$ cat src/rtl/axis_s_pkt_if.sv
// AXI-Stream bundle for the packet sink: valid/ready handshake plus data and
// end-of-packet marker.
interface axis_s_pkt_if #(
  parameter int DATA_W = 32
);
  logic              tvalid;
  logic              tready;
  logic [DATA_W-1:0] tdata;
  logic              tlast;

  modport master (output tvalid, output tdata, output tlast, input tready);
  modport slave  (input tvalid, input tdata, input tlast, output tready);
endinterface

$ cat src/rtl/axis_s_pkt.sv
// AXI-Stream packet sink: buffers one tlast-delimited packet of up to DEPTH
// beats, reports its length, and exposes the buffer through a registered read port.
module axis_s_pkt #(
  parameter  int DATA_W = 32,
  parameter  int DEPTH  = 16,
  parameter  int CNT_W  = 16,
  localparam int AW     = $clog2(DEPTH)
) (
  input  logic              aclk,
  input  logic              areset,
  input  logic              ready,
  axis_s_pkt_if.slave       s,
  output logic              finish,
  output logic [AW:0]       len,
  output logic              overflow,
  output logic [CNT_W-1:0]  pkt_count,
  input  logic [AW-1:0]     rd_addr,
  output logic [DATA_W-1:0] rd_data
);

  typedef enum logic [1:0] {IDLE, RECV, DROP, DONE} state_t;

  localparam logic [AW:0]   LEN_FULL = (AW + 1)'(DEPTH);
  localparam logic [AW-1:0] PTR_LAST = AW'(DEPTH - 1);

  state_t            state;
  logic [AW-1:0]     wr_ptr;
  logic [DATA_W-1:0] mem [DEPTH];

  logic hs;
  logic wr_en;

  assign hs    = s.tvalid && s.tready;
  assign wr_en = hs && (state == RECV);

  // NOTE: sequential state uses non-blocking assignments so every register
  // samples pre-edge values, regardless of statement order inside the block.
  always_ff @(posedge aclk or posedge areset) begin
    if (areset) begin
      state     <= IDLE;
      s.tready  <= 1'b0;
      finish    <= 1'b0;
      len       <= '0;
      overflow  <= 1'b0;
      pkt_count <= '0;
      wr_ptr    <= '0;
    end else begin
      unique case (state)
        IDLE: begin
          if (ready) begin
            state    <= RECV;
            s.tready <= 1'b1;
            wr_ptr   <= '0;
          end
        end
        RECV: begin
          if (hs) begin
            // tlast wins over the full condition, so an exact-DEPTH packet never drops
            if (s.tlast) begin
              state     <= DONE;
              s.tready  <= 1'b0;
              finish    <= 1'b1;
              len       <= {1'b0, wr_ptr} + (AW + 1)'(1);
              pkt_count <= pkt_count + CNT_W'(1);
            end else if (wr_ptr == PTR_LAST) begin
              state    <= DROP;
              overflow <= 1'b1;
            end else begin
              wr_ptr <= wr_ptr + AW'(1);
            end
          end
        end
        DROP: begin
          if (hs && s.tlast) begin
            state     <= DONE;
            s.tready  <= 1'b0;
            finish    <= 1'b1;
            len       <= LEN_FULL;
            pkt_count <= pkt_count + CNT_W'(1);
          end
        end
        DONE: begin
          if (ready) begin
            state    <= RECV;
            s.tready <= 1'b1;
            finish   <= 1'b0;
            overflow <= 1'b0;
            wr_ptr   <= '0;
          end
        end
        default: begin
          state    <= IDLE;
          s.tready <= 1'b0;
        end
      endcase
    end
  end

  // NOTE: the buffer array has no reset; clearing it would cost a reset fan-out
  // to every word and prevent mapping onto RAM, and stale words are harmless.
  always_ff @(posedge aclk) begin
    if (wr_en) begin
      mem[wr_ptr] <= s.tdata;
    end
  end

  // Same-cycle read of the word being written returns the old contents.
  always_ff @(posedge aclk or posedge areset) begin
    if (areset) begin
      rd_data <= '0;
    end else begin
      rd_data <= mem[rd_addr];
    end
  end

endmodule

$ cat src/flat_wrapper.sv
// flat-port wrapper written by rule: the top's interface ports become plain ports
module axis_s_pkt_flat 
#(
  parameter  int DATA_W = 32,
  parameter  int DEPTH  = 16,
  parameter  int CNT_W  = 16,
  localparam int AW     = $clog2(DEPTH)
)
  (aclk, areset, ready, finish, len, overflow, pkt_count, rd_addr, rd_data, s_tvalid, s_tdata, s_tlast, s_tready);
  axis_s_pkt_if #(.DATA_W(DATA_W)) s_i ();
  input  logic aclk;
  input  logic areset;
  input  logic ready;
  output logic finish;
  output logic [AW:0] len;
  output logic overflow;
  output logic [CNT_W-1:0] pkt_count;
  input  logic [AW-1:0] rd_addr;
  output logic [DATA_W-1:0] rd_data;
  input wire logic [$bits(s_i.tvalid)-1:0] s_tvalid;
  input wire logic [$bits(s_i.tdata)-1:0] s_tdata;
  input wire logic [$bits(s_i.tlast)-1:0] s_tlast;
  output wire logic [$bits(s_i.tready)-1:0] s_tready;
  assign s_i.tvalid = s_tvalid;
  assign s_i.tdata = s_tdata;
  assign s_i.tlast = s_tlast;
  assign s_tready = s_i.tready;
  axis_s_pkt #(.DATA_W(DATA_W), .DEPTH(DEPTH), .CNT_W(CNT_W)) u_core (.aclk(aclk), .areset(areset), .ready(ready), .s(s_i), .finish(finish), .len(len), .overflow(overflow), .pkt_count(pkt_count), .rd_addr(rd_addr), .rd_data(rd_data));
endmodule
$ cat config.mk
export PLATFORM = sky130hd
export DESIGN_NAME = axis_s_pkt_flat
export DESIGN_NICKNAME = d
export VERILOG_FILES = /design/src/rtl/axis_s_pkt_if.sv /design/src/rtl/axis_s_pkt.sv /design/src/flat_wrapper.sv
export SDC_FILE = /design/constraint.sdc
export NUM_CORES = 1
export LEC_CHECK = 0
export CORE_UTILIZATION = 35
export CTS_CLUSTER_DIAMETER = 150
export DETAILED_ROUTE_END_ITERATION = 16
export PLACE_DENSITY = 0.6
export RECOVER_POWER = 50
export SETUP_SLACK_MARGIN = 0.1
export SKIP_LAST_GASP = 1
export SLEW_MARGIN = 20
export SYNTH_ARGS = -nofsm -noshare
export SYNTH_HDL_FRONTEND = slang
export SYNTH_SLANG_ARGS = --single-unit
$ cat constraint.sdc
create_clock -name aclk -period 4.9 [get_ports aclk]
set_clock_uncertainty 0.1 [all_clocks]
set_input_delay 0.49 -clock aclk [delete_from_list [all_inputs] [get_ports aclk]]
set_output_delay 0.49 -clock aclk [all_outputs]
set_load 0.01 [all_outputs]
# == Word level (Yosys, flattened, before mapping) ==
# Memory sizes are Yosys's and may differ from the RTL's. A register that Yosys moved wholly into a read port is not among the register bits.
# Index checks and enable logic that the tools add are counted.
# classes
addsub,3
n_eq_ne,13
mux,35
reduce_logical,15
# ops
op,n
$mux 16,3
$pmux 16 s2,1
$add 16x1->16 const B,1
$mux 4,4
$mux 5,3
$reduce_and 5->1,3
$mux 1,13
$reduce_and 4->1,3
$mux 2,5
$ne 2x2->1 const B,5
$pmux 5 s2,1
$pmux 4 s2,1
$ne 2x1->1 const B,3
$pmux 1 s3,2
$pmux 2 s3,1
$reduce_bool 2->1,3
$add 4x1->5 const B,1
$add 4x1->4 const B,1
$eq 2x2->1 const B,2
$eq 4x4->1 const B,1
$logic_and 1x1->1,3
$ne 3x3->1 const B,1
$reduce_bool 3->1,1
$eq 2x1->1 const B,1
other kinds (3),3
# totals
register_bits,30
mem_bits_rw,512
elab_cells,74
memories,1
# memory_table
name,words,word_bits,read_ports,rd_ports_with_merged_regs,write_ports,line_no,source
u_core.mem,16,32,1,1,1,axis_s_pkt.sv:28,logic [DATA_W-1:0] mem [DEPTH];

# == Logic depth before layout (Yosys ltp) ==
# depth
ltp_word,5
depth_mapped,8
ltp_nobuf,6

# == Worst setup path after synthesis ==
# OpenSTA, ideal clock, no wires.
# synth_path
path_type,register to register
start,register u_core.state[1]
end,"memory u_core.mem[2][0], enable pin"
arrival_time_ps,3277
slack_ps,1062
path_stages_with_launch,7
n_path_buf,1
period_less_slack_ps,3838
path_cell_list,dfrtp_1 inv_1 ha_1 clkbuf_2 and3_1 nand2_1 nor3_1
# synth_between
elab_chain_len,4
# synth_rtl
item,line_no,source
start: declaration,axis_s_pkt.sv:26,state_t state;
start signal: assignment,axis_s_pkt.sv:40,state <= IDLE;
start signal: assignment,axis_s_pkt.sv:51,state <= RECV;
start signal: assignment,axis_s_pkt.sv:60,state <= DONE;
$eq 2x1->1,axis_s_pkt.sv:34,assign wr_en = hs && (state == RECV);
$logic_and 1x1->1,axis_s_pkt.sv:34,
$mux 1,axis_s_pkt.sv:102,if (wr_en) begin
$mux 1 (not written as such),axis_s_pkt.sv:103,mem[wr_ptr] <= s.tdata;
end: declaration,axis_s_pkt.sv:28,
# No other way between the ends.

# == Worst setup path in the final report ==
# layout_path
start,register u_core.state[1]
end,"memory u_core.mem[8][22], enable pin"
# Same word-level chain as after synthesis.

==> run summary <==
====================================================================================
Outcome                                                                    completed
Area added between synthesis and finish                                        19.0%
Root Buffer                                                                clkbuf_16
Transition time at the pin with the least slew margin                        1260 ps
Worst supply voltage drop on vdd                                            0.279 mV
Die footprint                                                           0.0625 sq mm
# rows                                                                            90
Setup repair after global routing missed its margin                            false
Final weighted congestion in routability-driven placement                      0.789
Clock latency reported for the late side of the worst-skew pair               610 ps
Clock tree from TritonCTS                                                      built
Number of nets in the layout                                                    1166
Yosys top cell area share                                                      71.4%
Area of the core                                                        0.0606 sq mm
Tot GR Track Use                                                               14.7%
Worst EP arrival                                                             2910 ps
Top Family by Delay on Critical Path                                    simple AND/OR/NAND/NOR gates
Element type at the critical path end                                           flop
# setup viols final                                                                0
Inserted Clock Buffers                                                            58
Total of buffers placed on input and output ports                                 96
WL per Instance                                                         23.3 microns
Layout Cells excl Fill                                                          1945
Number of distinct library cells after synthesis                                  42
Drt first-iter violations                                                        803
Vertical die dimension                                                   250 microns
Via count                                                                      10000
Hold violation total from the final report                                         0
Startpoint of the worst-slack reg-to-reg timing path                    u_core.state[1]
Cells after DPL                                                                 1837
Largest incremental delay on the critical path                                870 ps
N_diodes                                                                           0
Gates resized, CTS repair                                                          0
Wire length of the first global-routing pass                            68500 microns
HPWL Detailed                                                           26800 microns
Power density over the cells                                             395 mW/mm^2
Proportion of synthesized flip-flops having asynchronous set or reset          10.8%
Endpoint required time on the critical path                                  5020 ps
Sum Neg Setup Slack                                                             0 ps
Upper clock frequency limit                                                0.358 GHz
Worst min-delay path endpoint                                           u_core.pkt_count[15]
Wire length reported by the detailed router                             45400 microns
Worst-case register-to-register setup slack                                  2110 ps
Leakage dissipation                                                          8.34 nW
Count of mapped cells out of synthesis                                           984
Post-Synthesis Net Count                                                        1034
Number of max-cap violations                                                       0
Boundary pin count                                                                97
Setup Crit Path Kind                                                    flop to flop
Worst hold path stage count                                                        1
Most instantiated flip-flop cell in the synthesis netlist                   edfxtp_1
Total iterations of the first detailed-routing run                                 5
Reg2Reg Depth                                                                      5
Width of the die                                                         250 microns
Hold_buf cts                                                                       0
Antenna violations before repair                                                   1
Overall overflow remaining after global route                                      0
Number of flops mapped to enable cells by yosys                                  512
Max-slew violation count                                                           0
Destination of the worst register-to-register timing path               u_core.mem[8][22]
Clock-pin transition on the worst setup and hold timing paths                  60 ps
Starting density of the core                                                   35.6%
Ratio of cells with drive above 1 in the final layout                          23.1%
Buffer levels on the longest clock path                                            3
Maximum number of pins on one net before global-route repair                      69
Synth warn                                                                         0
Largest cells by area after synthesis                                   edfxtp_1 (71%), mux4_2 (13%), dfrtp_1 (7.2%), a22oi_1 (2.2%), nand2_1 (0.84%)
Number of synthesized register bits                                              574
Cell area after synthesis                                               0.0215 sq mm
Element type at the critical path start                                         flop
Number of global-route vias before repair                                      10700
Final antenna-violating net count                                                  0
Slowest cell on crit path                                                     nor2_4
Total chip power                                                             10.1 mW
Buffers plus inverters on the worst setup path                                     1
Average cell area after synthesis                                         21.9 sq um
Final period utilization                                                       57.0%
Post-CTS Setup Bufs                                                                0
Sequential fraction of the synthesis area                                      78.6%
Worst-path fanout max                                                             32
Final worst path period need                                                 2790 ps
Remaining design rule violation count                                              0
Worst max-slew margin expressed relative to the limit                          15.2%
Deepest level of the CTS H-tree                                                    2
Via-to-Cell Ratio                                                               5.16
Min-delay src                                                           u_core.pkt_count[15]
Clock sink total                                                                 574
Cell type with the highest aggregate area in the netlist                    edfxtp_1
Class of the tightest hold or removal check                             flop to flop
CP cell instances                                                       inv_1 > ha_1 > and3_1 > nand2_1 > nor2_4
====================================================================================
-- synth_stat cells, drive strengths merged (4+ instances only) --
library cell and number:
edfxtp 512, mux4 128, a22oi 64, dfrtp 62, nand2 48, buf 28
clkbuf 22, nor2 19, xnor2 12, ha 9, inv 7, nor3 7
o21ai 7, nand3 6, xor2 6, and3 5, a31oi 4, nand2b 4
nand4 4, o31ai 4
-- routing by layer --
layer	vias up	global-route usage, %	wire, microns
met1	5393	20.0	19900
met4	0	4.03	873
met3	59	2.60	1920
li1	4357	-	-
met2	218	24.2	22700
met5	-	0	0
-- power breakdown --
group	leakage [nW]	internal (mW)	switching [mW]	total (mW)
registers	5.39	5.36	0.0107	5.37
logic	2.03	0.188	0.241	0.430
clock network	0.920	2.51	1.83	4.34
-- through the flow --
stage / util [%] / hold WS (ps) / setup slack [ps] / area, sq um
global route: 42.3 / 393 / 1960 / 25600
floorplan: - / 408 / 1060 / 21500
finish: 42.3 / 378 / 2110 / 25600
detailed placement: 39.2 / 370 / 1820 / 23800
global placement: 38.8 / 361 / 1750 / 23500
CTS: 42.3 / 109 / 2030 / 25600
-- state kept, by name, indices dropped and copies added, names as in the netlist --
name and flops:
u_core.wr_ptr 4, u_core.s.tready 1, u_core.len 5, u_core.mem 512, u_core.pkt_count 16, u_core.finish 1, u_core.state 2, u_core.rd_data 32
u_core.overflow 1
-- layout by cell type, fill, tap and decap left out, drive strengths merged, types with 12 or more instances in the layout --
cell and n:
mux4 128, clkinv 16, buf 27, clkdlybuf4s50 54, dfrtp 62, xnor2 12
a22oi 64, nor2 19, dlygate4sd3 40, clkbuf 82, nand2 48, edfxtp 512
-- worst reg2reg max path, cell delays in order, from the launching register on --
cell	delay, ps
dfrtp_1	400
inv_1	90
ha_1	320
and3_1	350
nand2_1	260
nor2_4	870
-- worst max path at each step --
stage / slack [ps] / cells past startpoint / end / start
2_1_floorplan: 1060 / 6 / u_core.mem[2][0] / u_core.state[1]
3_3_place_gp: 1750 / 4 / u_core.mem[4][15] / s_tvalid
3_5_place_dp: 1820 / 4 / u_core.mem[10][15] / s_tvalid
4_1_cts: 2030 / 5 / u_core.mem[10][22] / u_core.state[1]
5_1_grt: 1960 / 5 / u_core.mem[8][20] / u_core.state[1]
6_report: 2110 / 5 / u_core.mem[8][22] / u_core.state[1]
-- cell families after synthesis --
kind of cell               after synthesis  synth area share [%]
muxes                                  130                  13.5
and+or+nand+nor                        106                  2.33
buffers and inverters                   57                  1.29
adders and majority gates                9                 0.523
AOI/OAI and AO/OA                       90                  3.07
xor gates and xnor gates                18                 0.732
DFF                                    574                  78.6
-- area by class of cell --
class	instances	area (sq um)
fill	5213	34900
multi-input combinational	353	4460
clock inverter	26	268
tap	782	978
inverter	7	27.5
sequential	574	16900
clock buffer	81	1610
timing repair buffer	122	1370
(Power assumes the default switching activity.)
